==> src/rtl/m_store_unit_pkg.sv <==
// Shared store-unit definitions: St_Op encodings, lane enables, buffer depth and entry layout.
package m_store_unit_pkg;

    localparam logic [2:0] ST_OP_SW = 3'b000;
    localparam logic [2:0] ST_OP_SH = 3'b001;
    localparam logic [2:0] ST_OP_SB = 3'b010;

    localparam logic [3:0] BE_WORD    = 4'b1111;
    localparam logic [3:0] BE_HALF_LO = 4'b0011;
    localparam logic [3:0] BE_HALF_HI = 4'b1100;
    localparam logic [3:0] BE_BYTE0   = 4'b0001;

    localparam int FIFO_DEPTH = 2;
    localparam int ENTRY_W    = 68;

    typedef struct packed {
        logic [31:0] addr;
        logic [31:0] wdata;
        logic [3:0]  byteen;
    } st_entry_t;

    function automatic logic st_op_legal(input logic [2:0] op);
        return (op == ST_OP_SW) || (op == ST_OP_SH) || (op == ST_OP_SB);
    endfunction

endpackage

==> src/rtl/m_store_unit_store_fifo.sv <==
// Purpose: 2-entry store buffer holding {word address, write data, byte enables}.
// Latency: a push is visible at the head one cycle later when the buffer was empty.
// Backpressure: push_rdy_o drops when both entries are occupied; pop_rdy_i is ignored while empty.
module store_fifo
    import m_store_unit_pkg::*;
(
    input  logic      clk,
    input  logic      reset,
    input  logic      push_vld_i,
    input  st_entry_t push_dat_i,
    output logic      push_rdy_o,
    output logic      pop_vld_o,
    input  logic      pop_rdy_i,
    output st_entry_t pop_dat_o
);

    st_entry_t   mem_q [FIFO_DEPTH];
    logic        wr_ptr_q, wr_ptr_d;
    logic        rd_ptr_q, rd_ptr_d;
    logic [1:0]  cnt_q, cnt_d;
    logic        push, pop;

    always_comb begin
        push_rdy_o = (cnt_q != 2'(FIFO_DEPTH));
        pop_vld_o  = (cnt_q != 2'd0);
        pop_dat_o  = mem_q[rd_ptr_q];
        push       = push_vld_i & push_rdy_o;
        pop        = pop_vld_o & pop_rdy_i;
        wr_ptr_d   = wr_ptr_q ^ push;
        rd_ptr_d   = rd_ptr_q ^ pop;
        cnt_d      = cnt_q + {1'b0, push} - {1'b0, pop};
    end

    // Storage is cleared too so the bus outputs read zero straight out of reset.
    always_ff @(posedge clk or negedge reset) begin
        if (!reset) begin
            for (int i = 0; i < FIFO_DEPTH; i++) begin
                mem_q[i] <= '0;
            end
            wr_ptr_q <= 1'b0;
            rd_ptr_q <= 1'b0;
            cnt_q    <= 2'd0;
        end else begin
            if (push) begin
                mem_q[wr_ptr_q] <= push_dat_i;
            end
            wr_ptr_q <= wr_ptr_d;
            rd_ptr_q <= rd_ptr_d;
            cnt_q    <= cnt_d;
        end
    end

endmodule

==> src/rtl/m_store_unit.sv <==
// Purpose: M-stage store unit: lane/alignment formatting into a 2-entry buffer draining to the data bus.
// Latency: an accepted store reaches Bus_Req one cycle later when the buffer was empty.
// Backpressure: St_Ready low while the buffer is full (independent of Bus_Ack); head holds until Bus_Ack.
// Build option: STORE_ALIGN_CHECK_EN enables the misaligned-store exception (Exc_AdES).
module m_store_unit
    import m_store_unit_pkg::*;
(
    input  logic        clk,
    input  logic        reset,
    input  logic        St_Valid,
    input  logic [2:0]  St_Op,
    input  logic [31:0] St_Addr,
    input  logic [31:0] St_Din,
    output logic        St_Ready,
    output logic        Exc_AdES,
    output logic        Bus_Req,
    output logic [31:0] Bus_Addr,
    output logic [31:0] Bus_Wdata,
    output logic [3:0]  Bus_Byteen,
    input  logic        Bus_Ack,
    output logic        Idle
);

    st_entry_t new_entry;
    st_entry_t head;
    logic      misaligned;
    logic      accept;
    logic      head_vld;

    always_comb begin
        new_entry.addr   = {St_Addr[31:2], 2'b00};
        new_entry.wdata  = St_Din;
        new_entry.byteen = BE_WORD;
        case (St_Op)
            ST_OP_SH: begin
                new_entry.wdata  = {2{St_Din[15:0]}};
                new_entry.byteen = St_Addr[1] ? BE_HALF_HI : BE_HALF_LO;
            end
            ST_OP_SB: begin
                new_entry.wdata  = {4{St_Din[7:0]}};
                new_entry.byteen = BE_BYTE0 << St_Addr[1:0];
            end
            default: ;
        endcase
    end

    assign misaligned = ((St_Op == ST_OP_SW) && (St_Addr[1:0] != 2'b00)) ||
                        ((St_Op == ST_OP_SH) && St_Addr[0]);

`ifdef STORE_ALIGN_CHECK_EN
    assign Exc_AdES = St_Valid & misaligned;
`else
    // Misaligned stores are accepted and simply land on the aligned-down word.
    assign Exc_AdES = 1'b0;
    logic unused_misaligned;
    assign unused_misaligned = misaligned;
`endif

    assign accept = St_Valid & St_Ready & st_op_legal(St_Op) & ~Exc_AdES;

    store_fifo u_fifo (
        .clk        (clk),
        .reset      (reset),
        .push_vld_i (accept),
        .push_dat_i (new_entry),
        .push_rdy_o (St_Ready),
        .pop_vld_o  (head_vld),
        .pop_rdy_i  (Bus_Ack),
        .pop_dat_o  (head)
    );

    assign Bus_Req    = head_vld;
    assign Idle       = ~head_vld;
    assign Bus_Addr   = head.addr;
    assign Bus_Wdata  = head.wdata;
    assign Bus_Byteen = head.byteen;

endmodule
==> config.mk <==
export PLATFORM = sky130hd
export DESIGN_NAME = m_store_unit
export DESIGN_NICKNAME = d
export VERILOG_FILES = /design/src/rtl/m_store_unit_pkg.sv /design/src/rtl/m_store_unit_store_fifo.sv /design/src/rtl/m_store_unit.sv
export SDC_FILE = /design/constraint.sdc
export NUM_CORES = 1
export LEC_CHECK = 0
export ABC_AREA = 1
export CAP_MARGIN = 40
export CORE_MARGIN = 5
export CORE_UTILIZATION = 44
export DETAILED_ROUTE_END_ITERATION = 10
export PLACE_DENSITY = 0.81
export SLEW_MARGIN = 10
export SYNTH_ARGS = -nofsm -noshare
export SYNTH_HDL_FRONTEND = slang
export SYNTH_SLANG_ARGS = --single-unit
==> constraint.sdc <==
create_clock -name clk -period 4.2 [get_ports clk]
set_input_delay 0.63 -clock clk [delete_from_list [all_inputs] [get_ports clk]]
set_output_delay 0.63 -clock clk [all_outputs]
set_load 0.01 [all_outputs]
=== Word level (Yosys, flattened, before mapping) ===
Cells that the tools add are included.

* Word-level logic and storage cells: 40
* Output and inout port bits: 72
* Input bits: 71
* Register bits after elaboration: 140

* Mux-type cells: 8
* Reductions and logical operators: 5
* Magnitude comparators: 3
* Bitwise operators: 9
* Shift operators: 1
* Equality and inequality tests: 3
* Add/subtract/negate cells: 2

{| class="wikitable"
|+ Operators by type and width
! kind !! count
|-
| 2-to-1 mux 68 bit || 4
|-
| bitwise mux 136 bit || 1
|-
| one-hot mux 36 bit (2 select lines) || 1
|-
| demux 68 bit (select 1 bit) || 1
|-
| AND 1 bit || 4
|-
| >= comparator 2 bit (second input constant) || 2
|-
| 2-to-1 mux 4 bit || 1
|-
| inverter 1 -> 2 bit || 2
|-
| << shifter 1 x 2 -> 4 bit (first input constant) || 1
|-
| equality test 3 x 1 -> 1 bit (second input constant) || 1
|-
| equality test 3 x 2 -> 1 bit (second input constant) || 1
|-
| zero test 3 bit || 1
|-
| adder 2 x 1 -> 2 bit || 1
|-
| logical OR 1 bit || 2
|-
| < comparator 2 x 1 -> 1 bit (second input constant) || 1
|-
| != test 2 bit (second input constant) || 1
|-
| nonzero test 2 bit || 1
|-
| subtractor 2 x 1 -> 2 bit || 1
|-
| bitwise XOR 1 bit || 2
|-
| logical AND 1 bit || 1
|-
| inverter 1 bit || 1
|}

=== Logic depth before layout (Yosys ltp) ===
Gate-level depths: netlist of run 1.

* Depth in word-level cells: 7
* Mapped depth: 11

=== Cells and area by module ===
A second synthesis of run 1 with hierarchy kept.

* Cell total of the unflattened synthesis: 857
* Area total of the unflattened synthesis: 6761.5 um^2

{| class="wikitable"
|+ Modules (own cells, without submodules)
! module !! sequential area each (um^2) !! instances !! cells each !! area an instance (um^2)
|-
| store_fifo || 3503.4 || 1 || 756 || 6303.5
|-
| m_store_unit || 0.0 || 1 || 101 || 457.9
|}

=== Worst setup path after synthesis of run 1 ===
No wires, ideal clock.

* Kind: in2reg
* Start point: input port St_Op[2]
* End point: register u_fifo.mem_q[76] in the netlist's numbering
* Library setup time: 135 ps
* Path buffers: 2
* Setup slack: 2217 ps
* Arrival time: 1848 ps
* Cell stages on the path: 7
* Path through: inv_2 -> nand3_1 -> a21oi_1 -> ha_1 -> clkbuf_1 -> clkbuf_1 -> o21ai_0

* Longest elaborated chain between the ends: 5

{| class="wikitable"
|+ RTL lines
! what !! line !! source
|-
| start: declaration || m_store_unit.sv:11 || <nowiki>input logic [2:0] St_Op,</nowiki>
|-
| equality test 3 x 1 -> 1 bit or zero test 3 bit (tied branches) || m_store_unit_pkg.sv:23 || <nowiki>return (op == ST_OP_SW) || (op == ST_OP_SH) || (op == ST_OP_SB);</nowiki>
|-
| logical OR 1 bit || m_store_unit_pkg.sv:23 ||
|-
| logical OR 1 bit * || m_store_unit_pkg.sv:23 ||
|-
| AND 1 bit * || m_store_unit.sv:59 || <nowiki>assign accept = St_Valid & St_Ready & st_op_legal(St_Op) & ~Exc_AdES;</nowiki>
|-
| AND 1 bit * || m_store_unit_store_fifo.sv:27 || <nowiki>push = push_vld_i & push_rdy_o;</nowiki>
|-
| end signal: indexed assignment || m_store_unit_store_fifo.sv:45 || <nowiki>mem_q[wr_ptr_q] <= push_dat_i;</nowiki>
|-
| end: declaration || m_store_unit_store_fifo.sv:17 || <nowiki>st_entry_t mem_q [FIFO_DEPTH];</nowiki>
|}

Mark *: on every way between the ends. The rest lies on a longest branch, timed or not.
A chain may end at the register's enable or synchronous reset.

=== Worst setup path after layout of run 1 ===
* Start point: register u_fifo.rd_ptr_q
* End point: output port Bus_Byteen[3]

* Longest elaborated chain between the ends: 4

{| class="wikitable"
|+ RTL lines
! what !! line !! source
|-
| start: declaration || m_store_unit_store_fifo.sv:19 || <nowiki>logic rd_ptr_q, rd_ptr_d;</nowiki>
|-
| start signal: assignment || m_store_unit_store_fifo.sv:48 || <nowiki>rd_ptr_q <= rd_ptr_d;</nowiki>
|-
| inverter 1 -> 2 bit (not written as such) || m_store_unit_store_fifo.sv:26 || <nowiki>pop_dat_o = mem_q[rd_ptr_q];</nowiki>
|-
| 2-to-1 mux 68 bit (not written as such) (3 in a row) || m_store_unit_store_fifo.sv:26 ||
|-
| end: declaration || m_store_unit.sv:19 || <nowiki>output logic [3:0] Bus_Byteen,</nowiki>
|}

Every way passes these cells. The select of a mux whose other input is x is not followed.

==> results of run 1 <==
registers in the layout (all words and copies together) (netlist names):
register / count
u_fifo.cnt_q: 2
u_fifo.rd_ptr_q: 1
u_fifo.wr_ptr_q: 1
u_fifo.mem_q: 132
path summary, 6_finish.rpt:
path	cells after the start	slack (ps)	from	end
setup / recovery	4	910	u_fifo.rd_ptr_q	Bus_Byteen[3]
hold / removal	1	30	reset	u_fifo.mem_q[29]
setup reg to reg	8	2000	u_fifo.cnt_q[0]	u_fifo.mem_q[21]
hold reg to reg	2	470	u_fifo.mem_q[44]	u_fifo.mem_q[44]
max in group asynchronous	3	3240	reset	u_fifo.mem_q[121]
min in group clk	2	470	u_fifo.mem_q[44]	u_fifo.mem_q[44]
kinds of logic after synthesis:
group | count (synthesis)
other | 1
flip-flops | 136
buffers and inverters | 118
XOR/XNOR | 3
AO/OA/AOI/OAI | 101
AND/OR/NAND/NOR | 477
adder cells (fa/ha/maj) | 4
area by class of cell:
class                   instances  area, um^2  share of cell area (%)
clock buffers                  22       454.2                   5.361
multi-input cells             588        2527                   29.83
repair buffers                146        1490                   17.59
inverters                      68       255.2                   3.013
diodes                          2       5.005                 0.05908
well taps                     184       230.2                   2.717
clock inverters                10       102.6                   1.211
flip-flops and latches        136        3407                   40.22
through the flow:
stage	cells	hold WS (ps)	power [mW]
2_1_floorplan	842	334.4	3.626
3_3_place_gp	1121	453.0	4.972
3_5_place_dp	1122	457.5	5.052
4_1_cts	1154	11.23	6.498
5_1_grt	1156	15.68	6.949
6_report	1156	30.05	6.443
synth_stat cells (2+ instances only):
library cell	n	area share [%]
sky130_fd_sc_hd__nand3b_1	8	0.94
sky130_fd_sc_hd__buf_2	8	0.63
sky130_fd_sc_hd__nor3_4	2	0.51
sky130_fd_sc_hd__dfrtp_1	136	53
sky130_fd_sc_hd__inv_2	2	0.12
sky130_fd_sc_hd__xnor2_1	2	0.27
sky130_fd_sc_hd__ha_1	4	0.78
sky130_fd_sc_hd__inv_1	66	3.9
sky130_fd_sc_hd__o21ai_0	99	7.8
sky130_fd_sc_hd__nand2_1	422	25
sky130_fd_sc_hd__buf_1	8	0.47
sky130_fd_sc_hd__clkbuf_1	27	1.6
sky130_fd_sc_hd__nand3_1	41	3.2
sky130_fd_sc_hd__buf_4	6	0.70
power by group through the flow:
stage / clock network (mW) / logic, mW / registers, mW
final: 1.41 / 2.69 / 2.34
after global placement: 0 / 2.65 / 2.32
after floorplan: 0 / 1.44 / 2.18
after CTS: 1.44 / 2.73 / 2.34
after detailed placement: 0 / 2.71 / 2.35
after global routing: 1.50 / 3.02 / 2.43
layer usage:
| layer | track usage [%] | routed length [um] | share of wire [%] |
|---|---|---|---|
| met2 | 33.17 | 8262 | 48 |
| met4 | 9.256 | 515 | 3.0 |
| met3 | 4.431 | 1031 | 6.0 |
| met1 | 27.40 | 7265 | 43 |
| met5 | 0 | 0 | 0 |
==> impl_metrics.csv, run 1 <==
group,metric,value,unit
place,placement.cell_area,7910,um^2
layout,drive_gt1_share,4.845,%
sta,tcrit_tclk_final,78.30,%
worst_setup_path,critical_path.max_stage_delay,740,ps
floorplan,design.core.area,14370,um^2
clock_tree,insertion_delay,410,ps
clock_tree,postCtsSetupRepairBufs,0,
synth,synth_seq_area_share,53.25,%
synth,synthesis.area,6391,um^2
sta,worst-slew-pin-transition,794.6,ps
global_routing,grt_antenna_before_repair,2,
sta,slew-limit-headroom,46.97,%
power,max-vdd-ir-drop,0.3460,mV
clock_tree,cts.reportedPaths.clkPinSlew,50,ps
synth,synthesis.area_per_instance,7.608,um^2
routing,drt-initial-drc-count,481,
clock_tree,cts.sink_count,136,
worst_setup_path,crit_slowest_cell,"sky130_fd_sc_hd__dfrtp_4",
worst_setup_path,maximum_fanout_along_the_worst_path,70,
sta,timing.final.crit_period,3288,ps
synth,post_synth_inst_count,840,
routing,routed_wirelength,17070,um
power,p_sw_share,35.57,%
worst_setup_path,worst-path-buf-inv,2,
layout,design_area,8472,um^2
worst_setup_path,critical_path.cell_chain,"inv_1 > nand2_1 > nand2_1 > clkdlybuf4s50_1",
layout,postLayoutCoreUtil,58.96,%
global_routing,number_of_global_route_vias_before_repair,5664,
place,port_buffers,139,
synth,synth_compound_area_share,7.909,%
floorplan,die_area,17040,um^2
floorplan,fp-row-count,44,
worst_setup_path,critical_path.most_common_cell,"sky130_fd_sc_hd__nand2_1",
worst_setup_path,startpoint_type,"flip-flop",
synth,yosys_warnings,0,
layout,layout_commonest_cell,"sky130_fd_sc_hd__nand2_1",
layout,design.final.nets,1032,
sta,timing.final.setup_violations,0,
synth,post_synth_xor_area_fraction,0.4111,%
routing,post_drt_wl_per_cell,14.77,um
synth,netlist-cell-type-count,23,
worst_setup_path,arrival,2660,ps
floorplan,starting_density_of_the_core,44.48,%
floorplan,io_pins,143,
sta,setup_slack,911.6,ps
place,detailedPlacementHpwl,11380,um
global_routing,grt_total_usage,20.79,%
synth,synth_seq_cells,136,
sta,max_freq,304.1,MHz
layout,syn2layout_area_growth,32.56,%
clock_tree,hold_buffers,0,
routing,drc_errors,0,
place,globalplace.congestion,0.8635,
routing,detail_route.vias_per_cell,4.951,
status,run_status,"completed",
power,share_seq_of_total_power,36.3,%
routing,ant_nets,0,
sta,setup_total_negative_slack,0,ps
floorplan,chip_width,130.5,um
clock_tree,cts_max_level,4,
clock_tree,max-clock-path-buffers,2,
global_routing,grt_start_max_net_pins,99,
floorplan,die_y,130.5,um
worst_setup_path,critPathTopFamily,"buffers and inverters",
synth,synthArstFlopShare,100.0,%
power,pwr-share-comb,41.8,%
synth,largest_family_of_logic_cells_by_synthesized_area,"simple AND/OR/NAND/NOR gates",
global_routing,grt_first_pass_wirelength,27880,um
synth,synthMuxAreaShare,0,%
worst_setup_path,crit_path_end_kind,"output port",
layout,fillCellCount,1241,
power,internal-power,4.151,mW
routing,drt-pass1-iter-count,7,
synth,synth_enable_flop_cells,0,
synth,adder_cell_share_of_the_synthesized_area,0.7831,%
sta,rsz_0062_raised_after_global_routing,"false",
clock_tree,tritoncts,"yes",
clock_tree,ctsResizeCount,0,
flow_run,drv.max_cap_violation_count,0,
power,power.net_switching,2.292,mW
sta,number_of_hold_slack_violations_in_the_final_timing_report,0,
routing,detailroute.via_count,5723,
place,dp_worst_setup_slack,1219,ps
power,power_leakage,4.188,nW
layout,layout_common_cells,"sky130_fd_sc_hd__nand2_1, sky130_fd_sc_hd__clkdlybuf4s50_1, sky130_fd_sc_hd__dfrtp_1",
hold_path,min_path_type,"primary input to asynchronous set/reset pin",
sta,clock-skew-final,5.338,ps
clock_tree,ctsRootBufferMaster,"sky130_fd_sc_hd__clkbuf_16",
worst_setup_path,cp_class,"flip-flop to output port",
clock_tree,cts_inserted_buffers,17,
synth,yosys_most_used_dff,"sky130_fd_sc_hd__dfrtp_1",
global_routing,global_route.overflow_total,0,
sta,finalMaxSlewViolations,0,
power,p_clk_share,21.9,%
synth,synth_simple_gate_area_share,30.03,%
worst_setup_path,critical_path_data_required_time,3570,ps
power,pwr_density_cell,760.5,nW/um^2
Note: power is estimated with default switching activity, not from simulation.
==> run 2: changes to the inputs <==
--- a/config.mk
+++ b/config.mk
@@ -10,7 +10,7 @@
 export CORE_MARGIN = 5
 export CORE_UTILIZATION = 44
 export DETAILED_ROUTE_END_ITERATION = 10
-export PLACE_DENSITY = 0.81
+export PLACE_DENSITY = 0.84
 export SLEW_MARGIN = 10
 export SYNTH_ARGS = -nofsm -noshare
 export SYNTH_HDL_FRONTEND = slang
==> constraint.sdc (replaced) <==
create_clock -name clk -period 2.93 [get_ports clk]
set_input_delay 0.4395 -clock clk [delete_from_list [all_inputs] [get_ports clk]]
set_output_delay 0.4395 -clock clk [all_outputs]
set_load 0.01 [all_outputs]
==> impl_metrics.csv, run 2 (synthesized netlist as in run 1, its figures left out) <==
group,metric,value,unit
sta,number_of_hold_slack_violations_in_the_final_timing_report,0,
global_routing,grt_total_usage,20.31,%
power,power.net_switching,3.261,mW
routing,drc_errors,0,
layout,syn2layout_area_growth,32.89,%
sta,worst-slew-pin-transition,732.5,ps
floorplan,io_pins,143,
global_routing,number_of_global_route_vias_before_repair,5577,
clock_tree,cts_max_level,4,
global_routing,grt_first_pass_wirelength,27260,um
layout,design_area,8493,um^2
sta,rsz_0062_raised_after_global_routing,"false",
power,power_leakage,4.207,nW
worst_setup_path,arrival,2300,ps
place,placement.cell_area,7945,um^2
sta,timing.final.crit_period,2738,ps
sta,timing.final.setup_violations,0,
hold_path,min_path_type,"primary input to asynchronous set/reset pin",
routing,drt-initial-drc-count,389,
status,run_status,"completed",
floorplan,starting_density_of_the_core,44.48,%
clock_tree,insertion_delay,420,ps
power,internal-power,5.970,mW
layout,layout_common_cells,"sky130_fd_sc_hd__nand2_1, sky130_fd_sc_hd__clkdlybuf4s50_1, sky130_fd_sc_hd__dfrtp_1",
layout,insertedDiodeCount,0,
power,pwr_density_cell,1087,nW/um^2
clock_tree,max-clock-path-buffers,2,
power,pwr-share-comb,42.6,%
clock_tree,tritoncts,"yes",
power,p_clk_share,21.6,%
floorplan,chip_width,130.5,um
worst_setup_path,critical_path.max_stage_delay,700,ps
worst_setup_path,maximum_fanout_along_the_worst_path,39,
place,dpl.cell_count,1126,
floorplan,die_area,17040,um^2
layout,layout_top_registers,"u_fifo.mem_q: 132 flops, u_fifo.cnt_q: 2 flops",
place,globalplace.congestion,0.8728,
routing,drt-pass1-iter-count,5,
layout,postLayoutCoreUtil,59.11,%
clock_tree,ctsResizeCount,0,
routing,ant_nets,0,
floorplan,fp-row-count,44,
worst_setup_path,critical_path_data_required_time,2490,ps
layout,fillCellCount,1279,
sta,finalMaxSlewViolations,0,
sta,tcrit_tclk_final,93.46,%
floorplan,die_y,130.5,um
place,detailedPlacementHpwl,11540,um
worst_setup_path,cp_class,"flip-flop to output port",
power,share_seq_of_total_power,35.8,%
floorplan,design.core.area,14370,um^2
routing,detail_route.vias_per_cell,4.883,
power,max-vdd-ir-drop,0.5191,mV
layout,max_flop_register,"u_fifo.mem_q",
layout,final_cells,1158,
sta,slew-limit-headroom,51.11,%
clock_tree,cts.sink_count,136,
place,port_buffers,139,
power,p_sw_share,35.33,%
worst_setup_path,crit_slowest_cell,"sky130_fd_sc_hd__dfrtp_4",
clock_tree,hold_buffers,0,
clock_tree,postCtsSetupRepairBufs,0,
global_routing,grt_start_max_net_pins,75,
worst_setup_path,startpoint_type,"flip-flop",
layout,design.final.nets,1036,
sta,setup_total_negative_slack,0,ps
global_routing,global_route.overflow_total,0,
global_routing,grt_antenna_before_repair,0,
clock_tree,cts_inserted_buffers,17,
worst_setup_path,critical_path.cell_chain,"buf_4 > nand2_1 > o21ai_0 > clkdlybuf4s50_1",
clock_tree,cts.reportedPaths.clkPinSlew,50,ps
sta,clock-skew-final,6.708,ps
routing,routed_wirelength,16680,um
clock_tree,ctsRootBufferMaster,"sky130_fd_sc_hd__clkbuf_16",
sta,max_freq,365.2,MHz
routing,detailroute.via_count,5654,
routing,post_drt_wl_per_cell,14.40,um
layout,largest_register_ffs,132,
power,power,9.231,mW
worst_setup_path,crit_path_end_kind,"output port",
flow_run,drv.max_cap_violation_count,0,
layout,layout_commonest_cell,"sky130_fd_sc_hd__nand2_1",
layout,drive_gt1_share,5.133,%
==> run 2: power by group through the flow <==
stage	combinational (mW)	clock (mW)	sequential, mW
finish	3.93	1.99	3.31
CTS	4.00	2.04	3.30
global placement	3.88	0	3.29
global route	4.43	2.11	3.42
detailed placement	3.98	0	3.31
floorplan	2.07	0	3.13
==> run 2: worst paths after layout <==
kind,startpoint,to,slack [ps],cells after the start
hold / removal,reset,u_fifo.mem_q[100],30,1
setup reg to reg,u_fifo.cnt_q[1],u_fifo.mem_q[10],970,8
max in group asynchronous,reset,u_fifo.mem_q[127],2160,2
hold reg to reg,u_fifo.mem_q[65],u_fifo.mem_q[65],470,2
min in group clk,u_fifo.mem_q[65],u_fifo.mem_q[65],470,2
setup / recovery,u_fifo.rd_ptr_q,Bus_Wdata[6],190,4
==> run 2: final cells by class <==
class / instances / area, um^2 / share of cell area, %
clock buffers: 22 / 444.2 / 5.230
clock inverters: 10 / 103.9 / 1.223
inverters: 68 / 255.2 / 3.005
multi-input cells: 588 / 2527 / 29.76
flip-flops and latches: 136 / 3407 / 40.11
well taps: 184 / 230.2 / 2.711
repair buffers: 150 / 1525 / 17.96
==> run 2: worst max-delay path, delay by kind of cell, from the launching register on <==
kind            cells  cell delay, ps
buf+inv             2             950
simple gates        1              70
compound gates      1             150
flops               1             700
==> run 2: through the flow <==
stage          setup WS [ps]  hold slack (ps)
5_1_grt                61.41            101.2
3_3_place_gp           462.0            454.4
4_1_cts                146.3            70.15
3_5_place_dp           354.0            458.3
6_report               191.7            25.74
2_1_floorplan           1135            143.9
==> run 2: routing by layer <==
metal	part of all wire [%]	vias up	GRT usage (%)	routed length (um)
met5	0	-	0	0
met4	2.9	0	8.288	480
met3	6.7	34	4.837	1112
met2	49	188	32.51	8157
met1	42	2604	26.69	6927
li1	-	2828	-	-
